<file path="src/rtl/ctrl_pkg.sv">
// Shared encodings and control-bundle types for the pipelined control unit.
package ctrl_pkg;

  // Primary opcodes, instruction bits 31:26
  localparam logic [5:0] OP_R     = 6'b000000;
  localparam logic [5:0] OP_J     = 6'b000010;
  localparam logic [5:0] OP_BEQ   = 6'b000100;
  localparam logic [5:0] OP_ADDI  = 6'b001000;
  localparam logic [5:0] OP_ADDIU = 6'b001001;
  localparam logic [5:0] OP_ORI   = 6'b001101;
  localparam logic [5:0] OP_LUI   = 6'b001111;
  localparam logic [5:0] OP_LW    = 6'b100011;
  localparam logic [5:0] OP_SW    = 6'b101011;

  // ALU operation classes handed to the ALU control block
  localparam logic [1:0] ALUOP_ADD   = 2'b00;
  localparam logic [1:0] ALUOP_SUB   = 2'b01;
  localparam logic [1:0] ALUOP_FUNCT = 2'b10;
  localparam logic [1:0] ALUOP_OR    = 2'b11;

  // Immediate extension modes
  localparam logic [1:0] EXT_SIGN  = 2'b00;
  localparam logic [1:0] EXT_ZERO  = 2'b01;
  localparam logic [1:0] EXT_UPPER = 2'b10;

  typedef struct packed {
    logic       reg_dst;
    logic       alu_src;
    logic [1:0] alu_op;
    logic [1:0] ext_op;
  } ex_ctrl_t;

  typedef struct packed {
    logic read;
    logic write;
    logic branch;
  } mem_ctrl_t;

  typedef struct packed {
    logic reg_write;
    logic mem_to_reg;
  } wb_ctrl_t;

  typedef struct packed {
    ex_ctrl_t  ex;
    mem_ctrl_t mem;
    wb_ctrl_t  wb;
  } ctrl_t;

  // A bubble does nothing in any stage
  localparam ctrl_t CTRL_BUBBLE = '0;

endpackage

</file>
<file path="src/rtl/ctrl_pipe_if.sv">
// ID-stage inputs and per-stage control outputs of the pipelined control unit.
interface ctrl_pipe_if #(
  parameter int REG_AW  = 5,
  parameter int ALUOP_W = 2
);
  logic              id_valid;
  logic [5:0]        id_opcode;
  logic [REG_AW-1:0] id_rs;
  logic [REG_AW-1:0] id_rt;
  logic [REG_AW-1:0] id_rd;
  logic              branch_taken;

  logic               id_jump;
  logic               id_illegal;
  logic               load_use_stall;
  logic               ex_reg_dst;
  logic               ex_alu_src;
  logic [ALUOP_W-1:0] ex_alu_op;
  logic [1:0]         ex_ext_op;
  logic               mem_read;
  logic               mem_write;
  logic               mem_branch;
  logic               wb_reg_write;
  logic               wb_mem_to_reg;
  logic [REG_AW-1:0]  wb_dst;

  // Datapath / pipeline front end side
  modport master (
    output id_valid, id_opcode, id_rs, id_rt, id_rd, branch_taken,
    input  id_jump, id_illegal, load_use_stall,
    input  ex_reg_dst, ex_alu_src, ex_alu_op, ex_ext_op,
    input  mem_read, mem_write, mem_branch,
    input  wb_reg_write, wb_mem_to_reg, wb_dst
  );

  // Control unit side
  modport slave (
    input  id_valid, id_opcode, id_rs, id_rt, id_rd, branch_taken,
    output id_jump, id_illegal, load_use_stall,
    output ex_reg_dst, ex_alu_src, ex_alu_op, ex_ext_op,
    output mem_read, mem_write, mem_branch,
    output wb_reg_write, wb_mem_to_reg, wb_dst
  );
endinterface

</file>
<file path="src/rtl/ctrl_pipe_decode.sv">
// Combinational opcode decoder: control bundle plus jump/illegal flags.
module ctrl_decode
  import ctrl_pkg::*;
#(
  parameter bit LUI_EN = 1'b1
) (
  input  logic       valid,
  input  logic [5:0] opcode,
  output ctrl_t      ctrl,
  output logic       jump,
  output logic       illegal
);

  ctrl_t dec;
  logic  op_jump;
  logic  op_bad;

  // Raw opcode decode, independent of slot validity
  always_comb begin
    dec     = CTRL_BUBBLE;
    op_jump = 1'b0;
    op_bad  = 1'b0;
    case (opcode)
      OP_R: begin
        dec.ex.reg_dst   = 1'b1;
        dec.ex.alu_op    = ALUOP_FUNCT;
        dec.wb.reg_write = 1'b1;
      end
      OP_ADDI, OP_ADDIU: begin
        dec.ex.alu_src   = 1'b1;
        dec.ex.ext_op    = EXT_SIGN;
        dec.wb.reg_write = 1'b1;
      end
      OP_LUI: begin
        if (LUI_EN) begin
          dec.ex.alu_src   = 1'b1;
          dec.ex.ext_op    = EXT_UPPER;
          dec.wb.reg_write = 1'b1;
        end else begin
          op_bad = 1'b1;
        end
      end
      OP_LW: begin
        dec.ex.alu_src    = 1'b1;
        dec.mem.read      = 1'b1;
        dec.wb.mem_to_reg = 1'b1;
        dec.wb.reg_write  = 1'b1;
      end
      OP_SW: begin
        dec.ex.alu_src = 1'b1;
        dec.mem.write  = 1'b1;
      end
      OP_BEQ: begin
        dec.mem.branch = 1'b1;
        dec.ex.alu_op  = ALUOP_SUB;
      end
      OP_ORI: begin
        dec.ex.alu_src   = 1'b1;
        dec.ex.alu_op    = ALUOP_OR;
        dec.ex.ext_op    = EXT_ZERO;
        dec.wb.reg_write = 1'b1;
      end
      OP_J: begin
        op_jump = 1'b1;
      end
      default: begin
        op_bad = 1'b1;
      end
    endcase
  end

  // An empty ID slot produces nothing at all
  always_comb begin
    ctrl    = valid ? dec : CTRL_BUBBLE;
    jump    = valid & op_jump;
    illegal = valid & op_bad;
  end

endmodule

</file>
<file path="src/rtl/ctrl_pipe.sv">
// Pipelined control unit: decode in ID, carry the bundle through ID/EX,
// EX/MEM and MEM/WB, with load-use stall and branch flush handling.
module ctrl_pipe
  import ctrl_pkg::*;
#(
  parameter int REG_AW    = 5,
  parameter int ALUOP_W   = 2,
  parameter bit HAZARD_EN = 1'b1,
  parameter bit LUI_EN    = 1'b1
) (
  input logic        clk,
  input logic        rst_n,
  ctrl_pipe_if.slave bus
);

  ctrl_t             id_ctrl;
  logic              load_use;

  // ID/EX keeps rt/rd so the destination mux lives in the EX stage
  ctrl_t             idex_ctrl_q,  idex_ctrl_d;
  logic [REG_AW-1:0] idex_rt_q,    idex_rt_d;
  logic [REG_AW-1:0] idex_rd_q,    idex_rd_d;
  logic [REG_AW-1:0] ex_dst;

  mem_ctrl_t         exmem_mem_q,  exmem_mem_d;
  wb_ctrl_t          exmem_wb_q,   exmem_wb_d;
  logic [REG_AW-1:0] exmem_dst_q,  exmem_dst_d;

  wb_ctrl_t          memwb_wb_q,   memwb_wb_d;
  logic [REG_AW-1:0] memwb_dst_q,  memwb_dst_d;

  ctrl_decode #(
    .LUI_EN (LUI_EN)
  ) u_decode (
    .valid   (bus.id_valid),
    .opcode  (bus.id_opcode),
    .ctrl    (id_ctrl),
    .jump    (bus.id_jump),
    .illegal (bus.id_illegal)
  );

  // Load in EX whose target is read by the instruction in ID
  always_comb begin
    load_use = HAZARD_EN && idex_ctrl_q.mem.read && (idex_rt_q != '0) &&
               ((idex_rt_q == bus.id_rs) || (idex_rt_q == bus.id_rt)) &&
               bus.id_valid;
  end

  // ID/EX next state: flush or stall or empty slot all become a bubble
  always_comb begin
    idex_ctrl_d = id_ctrl;
    idex_rt_d   = bus.id_rt;
    idex_rd_d   = bus.id_rd;
    if (bus.branch_taken || load_use || !bus.id_valid) begin
      idex_ctrl_d = CTRL_BUBBLE;
      idex_rt_d   = '0;
      idex_rd_d   = '0;
    end
  end

  // EX-stage destination select, then EX/MEM next state (flushed on taken branch)
  always_comb begin
    ex_dst      = idex_ctrl_q.ex.reg_dst ? idex_rd_q : idex_rt_q;
    exmem_mem_d = idex_ctrl_q.mem;
    exmem_wb_d  = idex_ctrl_q.wb;
    exmem_dst_d = ex_dst;
    if (bus.branch_taken) begin
      exmem_mem_d = CTRL_BUBBLE.mem;
      exmem_wb_d  = CTRL_BUBBLE.wb;
      exmem_dst_d = '0;
    end
  end

  // MEM/WB always advances; the branch in MEM carries no write of its own
  always_comb begin
    memwb_wb_d  = exmem_wb_q;
    memwb_dst_d = exmem_dst_q;
  end

  // Stage registers, cleared asynchronously so in-flight work is discarded
  always_ff @(posedge clk or negedge rst_n) begin
    if (!rst_n) begin
      idex_ctrl_q <= CTRL_BUBBLE;
      idex_rt_q   <= '0;
      idex_rd_q   <= '0;
      exmem_mem_q <= CTRL_BUBBLE.mem;
      exmem_wb_q  <= CTRL_BUBBLE.wb;
      exmem_dst_q <= '0;
      memwb_wb_q  <= CTRL_BUBBLE.wb;
      memwb_dst_q <= '0;
    end else begin
      idex_ctrl_q <= idex_ctrl_d;
      idex_rt_q   <= idex_rt_d;
      idex_rd_q   <= idex_rd_d;
      exmem_mem_q <= exmem_mem_d;
      exmem_wb_q  <= exmem_wb_d;
      exmem_dst_q <= exmem_dst_d;
      memwb_wb_q  <= memwb_wb_d;
      memwb_dst_q <= memwb_dst_d;
    end
  end

  assign bus.load_use_stall = load_use;
  assign bus.ex_reg_dst     = idex_ctrl_q.ex.reg_dst;
  assign bus.ex_alu_src     = idex_ctrl_q.ex.alu_src;
  assign bus.ex_alu_op      = ALUOP_W'(idex_ctrl_q.ex.alu_op);
  assign bus.ex_ext_op      = idex_ctrl_q.ex.ext_op;
  assign bus.mem_read       = exmem_mem_q.read;
  assign bus.mem_write      = exmem_mem_q.write;
  assign bus.mem_branch     = exmem_mem_q.branch;
  assign bus.wb_reg_write   = memwb_wb_q.reg_write;
  assign bus.wb_mem_to_reg  = memwb_wb_q.mem_to_reg;
  assign bus.wb_dst         = memwb_dst_q;

endmodule

</file>
<file path="src/flat_wrapper.sv">
// flat-port wrapper written by rule: the top's interface ports become plain ports
module ctrl_pipe_flat import ctrl_pkg::*;
#(
  parameter int REG_AW    = 5,
  parameter int ALUOP_W   = 2,
  parameter bit HAZARD_EN = 1'b1,
  parameter bit LUI_EN    = 1'b1
)
  (clk, rst_n, bus_id_valid, bus_id_opcode, bus_id_rs, bus_id_rt, bus_id_rd, bus_branch_taken, bus_id_jump, bus_id_illegal, bus_load_use_stall, bus_ex_reg_dst, bus_ex_alu_src, bus_ex_alu_op, bus_ex_ext_op, bus_mem_read, bus_mem_write, bus_mem_branch, bus_wb_reg_write, bus_wb_mem_to_reg, bus_wb_dst);
  ctrl_pipe_if #(.REG_AW(REG_AW), .ALUOP_W(ALUOP_W)) bus_i ();
  input logic clk;
  input logic rst_n;
  input wire logic [$bits(bus_i.id_valid)-1:0] bus_id_valid;
  input wire logic [$bits(bus_i.id_opcode)-1:0] bus_id_opcode;
  input wire logic [$bits(bus_i.id_rs)-1:0] bus_id_rs;
  input wire logic [$bits(bus_i.id_rt)-1:0] bus_id_rt;
  input wire logic [$bits(bus_i.id_rd)-1:0] bus_id_rd;
  input wire logic [$bits(bus_i.branch_taken)-1:0] bus_branch_taken;
  output wire logic [$bits(bus_i.id_jump)-1:0] bus_id_jump;
  output wire logic [$bits(bus_i.id_illegal)-1:0] bus_id_illegal;
  output wire logic [$bits(bus_i.load_use_stall)-1:0] bus_load_use_stall;
  output wire logic [$bits(bus_i.ex_reg_dst)-1:0] bus_ex_reg_dst;
  output wire logic [$bits(bus_i.ex_alu_src)-1:0] bus_ex_alu_src;
  output wire logic [$bits(bus_i.ex_alu_op)-1:0] bus_ex_alu_op;
  output wire logic [$bits(bus_i.ex_ext_op)-1:0] bus_ex_ext_op;
  output wire logic [$bits(bus_i.mem_read)-1:0] bus_mem_read;
  output wire logic [$bits(bus_i.mem_write)-1:0] bus_mem_write;
  output wire logic [$bits(bus_i.mem_branch)-1:0] bus_mem_branch;
  output wire logic [$bits(bus_i.wb_reg_write)-1:0] bus_wb_reg_write;
  output wire logic [$bits(bus_i.wb_mem_to_reg)-1:0] bus_wb_mem_to_reg;
  output wire logic [$bits(bus_i.wb_dst)-1:0] bus_wb_dst;
  assign bus_i.id_valid = bus_id_valid;
  assign bus_i.id_opcode = bus_id_opcode;
  assign bus_i.id_rs = bus_id_rs;
  assign bus_i.id_rt = bus_id_rt;
  assign bus_i.id_rd = bus_id_rd;
  assign bus_i.branch_taken = bus_branch_taken;
  assign bus_id_jump = bus_i.id_jump;
  assign bus_id_illegal = bus_i.id_illegal;
  assign bus_load_use_stall = bus_i.load_use_stall;
  assign bus_ex_reg_dst = bus_i.ex_reg_dst;
  assign bus_ex_alu_src = bus_i.ex_alu_src;
  assign bus_ex_alu_op = bus_i.ex_alu_op;
  assign bus_ex_ext_op = bus_i.ex_ext_op;
  assign bus_mem_read = bus_i.mem_read;
  assign bus_mem_write = bus_i.mem_write;
  assign bus_mem_branch = bus_i.mem_branch;
  assign bus_wb_reg_write = bus_i.wb_reg_write;
  assign bus_wb_mem_to_reg = bus_i.wb_mem_to_reg;
  assign bus_wb_dst = bus_i.wb_dst;
  ctrl_pipe #(.REG_AW(REG_AW), .ALUOP_W(ALUOP_W), .HAZARD_EN(HAZARD_EN), .LUI_EN(LUI_EN)) u_core (.clk(clk), .rst_n(rst_n), .bus(bus_i));
endmodule
</file>
<file path="config.mk">
export PLATFORM = sky130hd
export DESIGN_NAME = ctrl_pipe_flat
export DESIGN_NICKNAME = d
export VERILOG_FILES = /design/src/rtl/ctrl_pkg.sv /design/src/rtl/ctrl_pipe_if.sv /design/src/rtl/ctrl_pipe_decode.sv /design/src/rtl/ctrl_pipe.sv /design/src/flat_wrapper.sv
export SDC_FILE = /design/constraint.sdc
export NUM_CORES = 1
export LEC_CHECK = 0
export CORE_MARGIN = 5
export CORE_UTILIZATION = 30
export DETAILED_ROUTE_END_ITERATION = 10
export SLEW_MARGIN = 0
export SYNTH_ARGS = -nofsm -noshare
export SYNTH_HDL_FRONTEND = slang
export SYNTH_SLANG_ARGS = --single-unit
</file>
<file path="constraint.sdc">
create_clock -name clk -period 2.05 [get_ports clk]
set_input_delay 0.5125 -clock clk [delete_from_list [all_inputs] [get_ports clk]]
set_output_delay 0.5125 -clock clk [all_outputs]
set_load 0.02 [all_outputs]
</file>
* After elaboration in Yosys (flattened, before gate mapping)
Cells that the tools add are included.
** Storage, ports and cells
- Register bits :: 38
- Input bits :: 25
- Output and inout port bits :: 19
- Logic and storage cells :: 62
** Cells by class
- Equality and inequality tests :: 10
- Muxes and demuxes :: 18
- Bitwise operators :: 2
- Reductions and logical operators :: 12
** Operator list (number)
- 6-bit by 4-bit equality test with 1-bit output, second input constant :: 4
- 11-bit two-way mux :: 2
- 5-bit two-way mux :: 4
- 6-bit equality test, second input constant :: 2
- 6-bit OR reduction :: 2
- 5-bit equality test :: 2
- 9-bit OR reduction :: 1
- 1-bit two-way mux :: 8
- 6-bit by 2-bit equality test with 1-bit output, second input constant :: 1
- 6-bit by 3-bit equality test with 1-bit output, second input constant :: 1
- 6-bit logical NOT :: 1
- 2-bit case mux with 3 select lines :: 1
- 5-bit nonzero test :: 1
- 2-bit case mux with 2 select lines :: 1
- 1-bit logical AND :: 3
- 1-bit logical OR :: 3
- 3-bit two-way mux :: 1
- 1-bit bitwise AND :: 2
- 2-bit two-way mux :: 1
- 1-bit logical NOT :: 1

* Logic depth before layout (Yosys ltp)
- Depth in word-level cells :: 7
- Depth in mapped cells :: 6
- Depth with buffers taken out :: 4

* By module
Synthesis repeated with hierarchy kept, for this count alone.
** Second synthesis, totals
- Cell total of the unflattened synthesis :: 165
- Area total of the unflattened synthesis :: 1771.7 µm²
** By module, submodules not included
- ctrl_pipe :: instances 1, cells an instance 126, area an instance 1540.2 µm², sequential area each 950.9 µm²
- ctrl_decode :: instances 1, cells an instance 39, area an instance 231.5 µm², sequential area each 0.0 µm²

* Least setup slack after synthesis
OpenSTA, ideal clock, no wires.
- Kind :: input -> output
- From :: in bus_id_opcode[1]
- To :: out bus_id_illegal
- Arrival time :: 1.530 ns
- Required time :: 1.537 ns
- Path slack :: 0.007 ns
- Cell stages on the path :: 5
- Path buffers :: 1
- Cell sequence :: buf_6 nor2b_1 or4_1 a21oi_1 nor2_1
** Between the ends
- Longest elaborated chain between the ends :: 4
- Elaborated cells between the ends (all ways) :: 12
- Classes of those cells :: 8 x eq/ne; 1 x mux; 1 x bitwise; 2 x reduce/logical
** Ends and longest elaborated chain
- start: declaration :: RTL line flat_wrapper.sv:14 : input wire logic [$bits(bus_i.id_opcode)-1:0] bus_id_opcode;
- 6-bit by 4-bit equality test with 1-bit output (tied with other cells) :: RTL line ctrl_pipe_decode.sv:23 : case (opcode)
- 9-bit OR reduction (no source line) (*)
- 1-bit two-way mux (*)
- 1-bit bitwise AND (*) :: RTL line ctrl_pipe_decode.sv:76 : illegal = valid & op_bad;
- end: declaration :: RTL line flat_wrapper.sv:20 : output wire logic [$bits(bus_i.id_illegal)-1:0] bus_id_illegal;
Every way passes the cells marked *; elsewhere a longest branch is shown, timed or not.

* Worst setup path after layout
- From :: reg u_core.idex_rt_q[0]
- To :: out bus_load_use_stall
** Between the ends
- Longest elaborated chain between the ends :: 4
- Elaborated cells between the ends (all ways) :: 7
- Classes of those cells :: 2 x eq/ne; 5 x reduce/logical
** Ends and longest elaborated chain
- start: declaration :: RTL line ctrl_pipe.sv:21 : logic [REG_AW-1:0] idex_rt_q, idex_rt_d;
- start signal: assignment :: RTL line ctrl_pipe.sv:93 : idex_rt_q <= idex_rt_d;
- 5-bit equality test / 5-bit nonzero test (equally long branches) :: RTL line ctrl_pipe.sv:45, ctrl_pipe.sv:44
- 1-bit logical OR / 1-bit logical AND (equally long branches) :: RTL line ctrl_pipe.sv:45, ctrl_pipe.sv:44
- 1-bit logical AND (*) :: RTL line ctrl_pipe.sv:44 : load_use = HAZARD_EN && idex_ctrl_q.mem.read && (idex_rt_q != '0) &&
- 1-bit logical AND (*) :: RTL line ctrl_pipe.sv:45 : ((idex_rt_q == bus.id_rs) || (idex_rt_q == bus.id_rt)) &&
- end: declaration :: RTL line flat_wrapper.sv:21 : output wire logic [$bits(bus_i.load_use_stall)-1:0] bus_load_use_stall;
Marked as above.

==> key figures <==
Run status
  • Status: finished with violations
  • Failing checks: setup timing

Synth
  • Seq/Total Area, Yosys: 0.563
  • Top cell type's share of synthesized area: 0.563
  • Synth area leaders: dfrtp_1, xnor2_1, a21oi_1
  • Syn Nets: 169
  • Cell taking the most area after synthesis: dfrtp_1
  • Cells after Synth: around 140
  • Avg Synthesized Cell Area: 11.1 sq um
  • Synth Flop Type: dfrtp_1
  • Synth async-reset ratio: 1.00
  • Count of different cell masters after synthesis: 27
  • Mapped Area: 1600 sq um
  • Synth Register Bits: 36
  • EDFF count, synth: 0
  • Synth warn: 0

Worst setup path
  • CP Capture Type: primary output
  • Critical Path RT: 1.54 ns
  • Crit Path Category: reg -> out
  • Crit path from: u_core.idex_rt_q[0]
  • Crit path largest cell delay: 0.40 ns
  • Reg2Reg Depth: 4
  • Critical Path Fanout Max: 3
  • Worst r2r src: u_core.idex_rt_q[0]
  • Cell Chain, Critical Path: or3_1 -> o311a_1 -> and2_4 -> buf_6
  • Critical Path AT: approximately 1.6 ns
  • Worst Setup EP: bus_load_use_stall
  • R2R Setup Slk: around 0.15 ns
  • CP max stage cell: dfrtp_1
  • RR Endpoint: u_core.bus.ex_alu_op[0]
  • Critical path launch point type: register

Global routing
  • GRT Total Usage: 0.116
  • Grt total ovfl: 0
  • First-pass GRT wire length: 6400 microns
  • Largest net degree at the start of global routing: 37
  • Vias in the first global route: 1354
  • Initial antenna violation count: 0

Floorplan
  • Core area: 5140 sq um
  • Horiz. Die Dim: 83.1 microns
  • Initial Util: 0.312
  • Row Count: 26
  • Die area: 6900 sq um
  • Num ports: 44
  • Die H: 83.1 microns

Place
  • DP Worst Slack: -0.817 ns
  • Number of instances in the placed design: between 200 and 300
  • GP Congestion: 0.815
  • Port Buffer Count: 43
  • Dpl hpwl: approximately 2700 microns

Power and ir drop
  • Design Power: 1.40 mW
  • Psw: 335 uW
  • Sw Share: 0.239
  • Clk network pwr share: 0.326
  • P_int: between 1 and 1.5 mW
  • PwrDens: 588 nW/um^2
  • Power share of the combinational group: 0.151
  • Leakage: 1.07 nW
  • Peak VDD IR: ~0.22 mV
  • Sequential power share: 0.523

Clock network
  • Cts bufs inserted: 5
  • Root Driver: clkbuf_8
  • CTS max path bufs: 2
  • Clock sinks: 36
  • CTS tree: built
  • Clk Latency, worst-skew pair: 0.28 ns
  • H-tree Lvls: 2
  • CTS Hold Buffers Added: 0
  • Clock-pin transition on the worst setup and hold timing paths: 0.06 ns

Route
  • Wirelength per Cell: 13.6 microns
  • 1st-pass router iterations: 4
  • WL final: 3840 microns
  • Initial drt markers: 46
  • DRC viols: 0
  • Via Count: approximately 1300
  • Vias/cell: 4.55
  • Antenna viol nets, final: 0

Cells and area
  • Non-filler cells, final: 282
  • Final #Nets: 237
  • # fillers: 513
  • Leading cell type in the layout, fill and taps excluded: dfrtp_1
  • Area growth syn-to-layout: 48.6%
  • Most frequent cells in the layout: dfrtp_1, buf_4, clkdlybuf4s50_1
  • ANT cells: 0
  • Layout cells sized above 1: 0.274

STA
  • Unrepaired setup endpoints after global routing: yes
  • Minimum clock period: 2.15 ns
  • Final Worst Setup Slack: -0.102 ns
  • Fmax: 465 MHz
  • Final Setup Violations: 2
  • Worst clock skew: ~0.0040 ns
  • Final Hold Viols: 0
  • Smallest hold slack: 0.350 ns
  • Max Slew Vio Count: 0
  • Total Neg Setup Slack: -0.136 ns
  • Transition time at the pin with the least slew margin: 0.437 ns
  • Slew headroom: 0.709
  • Final period utilization: 1.05

Min path
  • Min-delay src: u_core.exmem_dst_q[4]
  • Hold crit path type: reg -> reg

Job
  • Max_cap viols: 0
-- worst min path at each step --
stage	endpoint	slack [ns]	cells after the start
global placement	u_core.bus.wb_dst[0]	0.33	0
floorplan	u_core.bus.ex_alu_op[0]	0.22	0
global route	u_core.bus.wb_reg_write	0.36	0
detailed placement	u_core.bus.wb_dst[4]	0.34	0
CTS	u_core.bus.wb_dst[4]	0.35	0
finish	u_core.bus.wb_dst[4]	0.35	0
-- power groups by stage --
stage | registers [mW] | logic, mW | clock network (mW)
final | 0.731 | 0.211 | 0.457
after global routing | 0.732 | 0.231 | 0.504
after CTS | 0.731 | 0.206 | 0.473
after detailed placement | 0.744 | 0.200 | 0
after global placement | 0.744 | 0.199 | 0
after floorplan | 0.749 | 0.0743 | 0
-- kinds of logic (layout without fill, tap and decap cells) --
group,count (synthesis),after routing,share of synthesized area
and+or+nand+nor,51,51,0.163
DFF,36,36,0.562
AOI/OAI and AO/OA,28,28,0.127
buffers and inverters,13,81,0.0555
xor gates and xnor gates,11,11,0.0602
muxes,5,5,0.0313
-- critical path: cells and delay by family, from the launching register on --
kind / cells / cell delay (ns)
AO/OA/AOI/OAI: 1 / 0.31
buffers and inverters: 1 / 0.12
flip-flops: 1 / 0.40
AND/OR/NAND/NOR: 2 / 0.53
-- routing by layer --
metal | up-vias | global-route usage | share of wire | wire length (microns)
met2 | 35 | 0.200 | 0.51 | 1950
li1 | 622 | - | - | -
met1 | 621 | 0.132 | 0.42 | 1600
met5 | - | 0 | 0 | 0
met3 | 5 | 0.0416 | 0.058 | 221
met4 | 0 | 0.0446 | 0.016 | 63
-- through the flow --
stage               cell area, sq um  utilization
floorplan                       1600            -
global placement                2230        0.433
detailed placement              2230        0.433
CTS                             2350        0.457
global route                    2380        0.463
finish                          2380        0.463
-- repair_timing --
action | in CTS | in global routing
cloned | 0 | 0
pin swaps | 10 | 3
resized for setup | 56 | 9
hold endpoints to repair | 0 | 0
setup buffers | 3 | 2
setup endpoints to repair | 3 | 2
-- Yosys cell counts, types with 2 or more instances --
| cell type | count |
|---|---|
| a2111oi_1 | 2 |
| a2111oi_4 | 2 |
| a21oi_1 | 19 |
| buf_2 | 2 |
| buf_4 | 6 |
| buf_6 | 2 |
| clkbuf_1 | 3 |
| dfrtp_1 | 36 |
| mux2i_1 | 5 |
| nand2_1 | 15 |
| nand3_1 | 5 |
| nor2_1 | 11 |
| nor2b_1 | 8 |
| nor4b_1 | 2 |
| o21ai_0 | 2 |
| or4_1 | 3 |
| xnor2_1 | 11 |
-- area by class of cell --
type	instances	area, sq um	area share
flip-flops and latches	36	901	0.379
multi-input cells	95	668	0.281
repair buffers	74	646	0.271
well taps	70	87.6	0.0368
clock buffers	6	72.6	0.0305
clock inverters	1	5.00	0.00210
Power figures use the tool's default switching activity.
